`src/rtl/stage_reg_ctl_if.sv`:
```
// Bundle of the stage register's control, payload and status signals.
// master: the surrounding pipeline that drives requests/payload and observes the stage.
// slave: the stage register itself.
interface stage_reg_ctl_if #(
  parameter int DATA_W    = 256,
  parameter int NUM_FLUSH = 2,
  parameter int CNT_W     = 32
);
  logic [NUM_FLUSH-1:0] flush_req;
  logic [NUM_FLUSH-1:0] flush_ok;
  logic                 bubble_in;
  logic                 hold;
  logic                 valid_in;
  logic [DATA_W-1:0]    data_in;
  logic                 valid_out;
  logic [DATA_W-1:0]    data_out;
  logic [NUM_FLUSH-1:0] flush_pend;
  logic [CNT_W-1:0]     cnt_hold;
  logic [CNT_W-1:0]     cnt_bubble;
  logic [CNT_W-1:0]     cnt_flush;

  modport master (
    output flush_req, flush_ok, bubble_in, hold, valid_in, data_in,
    input  valid_out, data_out, flush_pend, cnt_hold, cnt_bubble, cnt_flush
  );

  modport slave (
    input  flush_req, flush_ok, bubble_in, hold, valid_in, data_in,
    output valid_out, data_out, flush_pend, cnt_hold, cnt_bubble, cnt_flush
  );
endinterface

```
`src/rtl/stage_reg_ctl.sv`:
```
// Pipeline stage register with gated/deferred flushes, bubble insertion and hold.
// Latency: 1 cycle data_in -> data_out; all outputs registered, no comb input->output path.
// Backpressure: hold keeps contents; flush > bubble > hold > load. Perf counters under STAGE_REG_PERF_EN.
module stage_reg_ctl #(
  parameter int DATA_W    = 256,
  parameter int NUM_FLUSH = 2,
  parameter int CNT_W     = 32
) (
  input  logic           clk,
  input  logic           reset,
  stage_reg_ctl_if.slave bus
);

  logic [NUM_FLUSH-1:0] fire;
  logic                 any_fire;

  logic                 valid_q, valid_d;
  logic [DATA_W-1:0]    data_q,  data_d;
  logic [NUM_FLUSH-1:0] flush_pend_q, flush_pend_d;

  // A source fires when a new or deferred request meets an open gate; an open
  // gate always retires the pending flag, otherwise a request parks in it.
  always_comb begin
    fire         = (bus.flush_req | flush_pend_q) & bus.flush_ok;
    any_fire     = |fire;
    flush_pend_d = ~bus.flush_ok & (bus.flush_req | flush_pend_q);
  end

  // Register next-state: flush, then bubble (all-zero NOP), then hold, then load.
  always_comb begin
    valid_d = valid_q;
    data_d  = data_q;
    if (any_fire || bus.bubble_in) begin
      valid_d = 1'b0;
      data_d  = '0;
    end else if (!bus.hold) begin
      valid_d = bus.valid_in;
      data_d  = bus.data_in;
    end
  end

  // Stage payload and deferred-flush flags; synchronous reset drops everything.
  always_ff @(posedge clk) begin
    if (reset) begin
      valid_q      <= 1'b0;
      data_q       <= '0;
      flush_pend_q <= '0;
    end else begin
      valid_q      <= valid_d;
      data_q       <= data_d;
      flush_pend_q <= flush_pend_d;
    end
  end

  assign bus.valid_out  = valid_q;
  assign bus.data_out   = data_q;
  assign bus.flush_pend = flush_pend_q;

`ifdef STAGE_REG_PERF_EN
  localparam logic [CNT_W-1:0] CNT_ONE = {{(CNT_W-1){1'b0}}, 1'b1};

  logic             do_flush, do_bubble, do_hold;
  logic [CNT_W-1:0] cnt_hold_q,   cnt_hold_d;
  logic [CNT_W-1:0] cnt_bubble_q, cnt_bubble_d;
  logic [CNT_W-1:0] cnt_flush_q,  cnt_flush_d;

  // Classify the cycle by the priority level that updates the register and
  // bump the matching counter, saturating at all-ones.
  always_comb begin
    do_flush     = any_fire;
    do_bubble    = !any_fire && bus.bubble_in;
    do_hold      = !any_fire && !bus.bubble_in && bus.hold;
    cnt_hold_d   = cnt_hold_q;
    cnt_bubble_d = cnt_bubble_q;
    cnt_flush_d  = cnt_flush_q;
    if (do_hold && (cnt_hold_q != '1))
      cnt_hold_d = cnt_hold_q + CNT_ONE;
    if (do_bubble && (cnt_bubble_q != '1))
      cnt_bubble_d = cnt_bubble_q + CNT_ONE;
    if (do_flush && (cnt_flush_q != '1))
      cnt_flush_d = cnt_flush_q + CNT_ONE;
  end

  // Counter state.
  always_ff @(posedge clk) begin
    if (reset) begin
      cnt_hold_q   <= '0;
      cnt_bubble_q <= '0;
      cnt_flush_q  <= '0;
    end else begin
      cnt_hold_q   <= cnt_hold_d;
      cnt_bubble_q <= cnt_bubble_d;
      cnt_flush_q  <= cnt_flush_d;
    end
  end

  assign bus.cnt_hold   = cnt_hold_q;
  assign bus.cnt_bubble = cnt_bubble_q;
  assign bus.cnt_flush  = cnt_flush_q;
`else
  assign bus.cnt_hold   = '0;
  assign bus.cnt_bubble = '0;
  assign bus.cnt_flush  = '0;
`endif

endmodule

```
`src/flat_wrapper.sv`:
```
// flat-port wrapper written by rule: the top's interface ports become plain ports
module stage_reg_ctl_flat 
#(
  parameter int DATA_W    = 256,
  parameter int NUM_FLUSH = 2,
  parameter int CNT_W     = 32
)
  (clk, reset, bus_flush_req, bus_flush_ok, bus_bubble_in, bus_hold, bus_valid_in, bus_data_in, bus_valid_out, bus_data_out, bus_flush_pend, bus_cnt_hold, bus_cnt_bubble, bus_cnt_flush);
  stage_reg_ctl_if #(.DATA_W(DATA_W), .NUM_FLUSH(NUM_FLUSH), .CNT_W(CNT_W)) bus_i ();
  input  logic clk;
  input  logic reset;
  input wire logic [$bits(bus_i.flush_req)-1:0] bus_flush_req;
  input wire logic [$bits(bus_i.flush_ok)-1:0] bus_flush_ok;
  input wire logic [$bits(bus_i.bubble_in)-1:0] bus_bubble_in;
  input wire logic [$bits(bus_i.hold)-1:0] bus_hold;
  input wire logic [$bits(bus_i.valid_in)-1:0] bus_valid_in;
  input wire logic [$bits(bus_i.data_in)-1:0] bus_data_in;
  output wire logic [$bits(bus_i.valid_out)-1:0] bus_valid_out;
  output wire logic [$bits(bus_i.data_out)-1:0] bus_data_out;
  output wire logic [$bits(bus_i.flush_pend)-1:0] bus_flush_pend;
  output wire logic [$bits(bus_i.cnt_hold)-1:0] bus_cnt_hold;
  output wire logic [$bits(bus_i.cnt_bubble)-1:0] bus_cnt_bubble;
  output wire logic [$bits(bus_i.cnt_flush)-1:0] bus_cnt_flush;
  assign bus_i.flush_req = bus_flush_req;
  assign bus_i.flush_ok = bus_flush_ok;
  assign bus_i.bubble_in = bus_bubble_in;
  assign bus_i.hold = bus_hold;
  assign bus_i.valid_in = bus_valid_in;
  assign bus_i.data_in = bus_data_in;
  assign bus_valid_out = bus_i.valid_out;
  assign bus_data_out = bus_i.data_out;
  assign bus_flush_pend = bus_i.flush_pend;
  assign bus_cnt_hold = bus_i.cnt_hold;
  assign bus_cnt_bubble = bus_i.cnt_bubble;
  assign bus_cnt_flush = bus_i.cnt_flush;
  stage_reg_ctl #(.DATA_W(DATA_W), .NUM_FLUSH(NUM_FLUSH), .CNT_W(CNT_W)) u_core (.clk(clk), .reset(reset), .bus(bus_i));
endmodule
```
`config.mk`:
```
export PLATFORM = sky130hd
export DESIGN_NAME = stage_reg_ctl_flat
export DESIGN_NICKNAME = d
export VERILOG_FILES = /design/src/rtl/stage_reg_ctl_if.sv /design/src/rtl/stage_reg_ctl.sv /design/src/flat_wrapper.sv
export SDC_FILE = /design/constraint.sdc
export NUM_CORES = 1
export LEC_CHECK = 0
export CAP_MARGIN = 20
export CORE_AREA = 2 2 244 246
export CTS_CLUSTER_SIZE = 12
export DETAILED_ROUTE_END_ITERATION = 8
export DIE_AREA = 0 0 246 248
export GPL_ROUTABILITY_DRIVEN = 0
export GPL_TIMING_DRIVEN = 0
export PLACE_DENSITY = 0.52
export SETUP_SLACK_MARGIN = 0.05
export SYNTH_ARGS = -nofsm -noshare
export SYNTH_HDL_FRONTEND = slang
export SYNTH_SLANG_ARGS = --single-unit
```
`constraint.sdc`:
```
create_clock -name clk -period 3.1 [get_ports clk]
set_input_delay 0.31 -clock clk [delete_from_list [all_inputs] [get_ports clk]]
set_output_delay 0.31 -clock clk [all_outputs]
set_load 0.02 [all_outputs]
```
==> metrics <==
EDFF count, synth=0; Die ar.=61000 um2; Iter 0 DRT Violations=between 150 and 200; ys async rst share=0%; DR vias/cell=about 3.5; routed via count=approximately 8.4k; fin crit share=a little over three fifths; Final Net Count=1853; final hold viol count=0; cells on worst reg2reg path=5; top_reg_cell synth=dfxtp_1; crit-path max FO=2; Gate power share=between 10 and 15%; Hold Crit Depth=4; list of most frequent post-synthesis cells=260 x nor2_1, 259 x dfxtp_1, 257 x mux2i_1; CP Class=reg -> out; sequential area share after synthesis=about half; clock share of power=approximately 47%; switching power=roughly 2.1 mW; post-synthesis cell count=935; # clock sinks=~260; CTS Buf Count=34; RSZ-0062 raised after global routing=false; IO Count=620; layout cells sized above 1=between 10% and 20%; top-count cell post-synth=nor2_1; leakage=around 7.5 nW; Worst-Skew Late Latency=530 ps; Cell variety after synth=11; max_cap viols=0; row count=89; top post-synthesis cells by area=dfxtp_1 51%, mux2i_1 26%, nor2_1 9.7%; global-route wire length before repair=51.7 mm; Top delay family on crit path=buffers and inverters; sequential fraction of design power=roughly two fifths; area leader, netlist=dfxtp_1; endpoints failing setup=0; HP Class=in -> reg; Worst EP required=about 2800 ps; Slew Limit Headroom=62.1%; crit path capture type=primary output; Setup crit start kind=flop; P_int=roughly 6.7 mW; Levels on crit path=1; largest net degree at the start of global routing=13; Remaining DRCs=0; switching share of total power=approximately a quarter; Max H-tree Level=2; PostCTS Resize Cnt=0; vias in the first global route=8326; Diodes inserted=0; clock buffer depth=3; hold_buf cts=0; FF-to-FF setup slack=between 1500 and 2000 ps; Post-Layout Cell Count=around 2.4k; Post-CTS Setup Inserts=0; Layout area overhead=76.5%; antenna violations before repair=3; CTS tree=yes; YS warnings=0; status=completed; Max Slew Vio Count=0; I/O Buffers=522; Initial Util=between 10% and 20%; Core ar.=between 50000 and 60000 um2; Antenna Nets Post-Route=0; wire per inst=around 15 um; total negative setup slack=0 ps; Peak VDD IR=around 290 uV; Buf/Inv on CP=1; Slowest Stage Delay on Critical Path=just under 800 ps; drt pass-1 iters=4; GRT Residual Overflow=0; Root Driver=clkbuf_16; Avg Cell Area, Syn=~11 um2; Critical Path AT=between 1500 and 2000 ps; Placed Instances=around 2.3k; Max Fclk=0.513 GHz; mapped cell area=between 10000 and 15000 um2; cells along the critical path=clkdlybuf4s50_1; CP max-delay cell=clkdlybuf4s50_1; chip height=around 250 um; Clock Skew=roughly 14 ps; Clock Pin Slew Worst Setup and Hold Paths=approximately 60 ps; post-synth top area share=between 50% and 60%; actual slew at the worst max-slew pin=around 570 ps; post-DP HPWL=29.1 mm; Die X=between 200 and 250 um; All-Layer GR Usage=11.3%; final wirelength=~37 mm; Period minus WS final=about 1900 ps; synthesized flop and latch total=259; PD cells=approximately 490 nW/um2
==> per-stage QoR <==
| stage | utilization [%] | setup WS [ps] | cell area, um2 | hold WS [ps] | power, mW |
|---|---|---|---|---|---|
| detailed placement | 28.5 | 794 | 16600 | 483 | 4.77 |
| finish | 30.5 | 1150 | 17800 | 374 | 8.81 |
| global placement | 28.5 | 816 | 16600 | 473 | 4.76 |
| floorplan | - | 1940 | 10400 | 387 | 4.17 |
| global route | 30.5 | 1070 | 17800 | 348 | 9.22 |
| CTS | 30.5 | 1080 | 17800 | 332 | 9.00 |
==> layout by cell type, fill, tap and decap left out, types with 2 or more instances in the layout <==
cell type / synthesis / layout
dfxtp_1: 259 / 259
clkbuf_1: 2 / 14
clkinv_2: 0 / 4
bufinv_16: 0 / 4
conb_1: 1 / 96
buf_6: 49 / 49
buf_2: 2 / 2
mux2i_1: 257 / 257
clkdlybuf4s50_1: 0 / 522
clkbuf_16: 0 / 37
nor3_1: 2 / 2
clkbuf_8: 0 / 3
nor2_1: 260 / 260
o21ai_1: 2 / 2
buf_4: 100 / 100
==> logic make-up (layout without fill, tap and decap cells) <==
logic type | count (synthesis) | count (layout) | synth area share, %
buffers and inverters | 153 | 737 | 13.1
AND/OR/NAND/NOR | 263 | 263 | 9.87
other | 1 | 96 | 0.0372
AO/OA/AOI/OAI | 2 | 2 | 0.0992
multiplexers | 257 | 257 | 25.5
flip-flops | 259 | 259 | 51.4
==> worst min-delay path: stages <==
cell     delay, ps
buf_2          170
buf_6          190
mux2i_1        120
nor2_1          70
==> layer usage <==
metal | vias to the layer above | track usage (%) | part of all wire (%)
met2 | 311 | 20.5 | 52
met3 | 55 | 3.89 | 8.5
met5 | - | 0 | 0.10
li1 | 4194 | - | -
met1 | 3873 | 12.0 | 37
met4 | 6 | 3.89 | 2.3
==> flip-flops by register name, indices dropped and copies added (netlist names) <==
name and count:
u_core.bus.flush_pend 2, u_core.bus.data_out 256, u_core.bus.valid_out 1
==> power by group through the flow <==
stage / logic [mW] / registers, mW / clock network [mW]
final: 1.25 / 3.44 / 4.12
after global routing: 1.34 / 3.45 / 4.43
after CTS: 1.26 / 3.44 / 4.30
after detailed placement: 1.26 / 3.52 / 0
after global placement: 1.25 / 3.51 / 0
after floorplan: 0.572 / 3.60 / 0
==> cell type report <==
cell class	instances	area, um2
Buffer	153	1320
Sequential cell	259	5180
Clock buffer	52	1010
Tap cell	773	967
Multi-Input combinational cell	618	3940
Timing Repair Buffer	522	5230
Clock inverter	10	158
Fill cell	6135	40700
==> final timing paths <==
| check | startpoint | end |
|---|---|---|
| worst min register to register | u_core.bus.data_out[195] | u_core.bus.data_out[195] |
| worst max register to register | u_core.bus.flush_pend[0] | u_core.bus.data_out[115] |
| worst max-delay path | u_core.bus.data_out[210] | bus_data_out[210] |
| worst min-delay path | bus_hold | u_core.bus.data_out[251] |
Note: power is estimated with default switching activity, not from simulation.
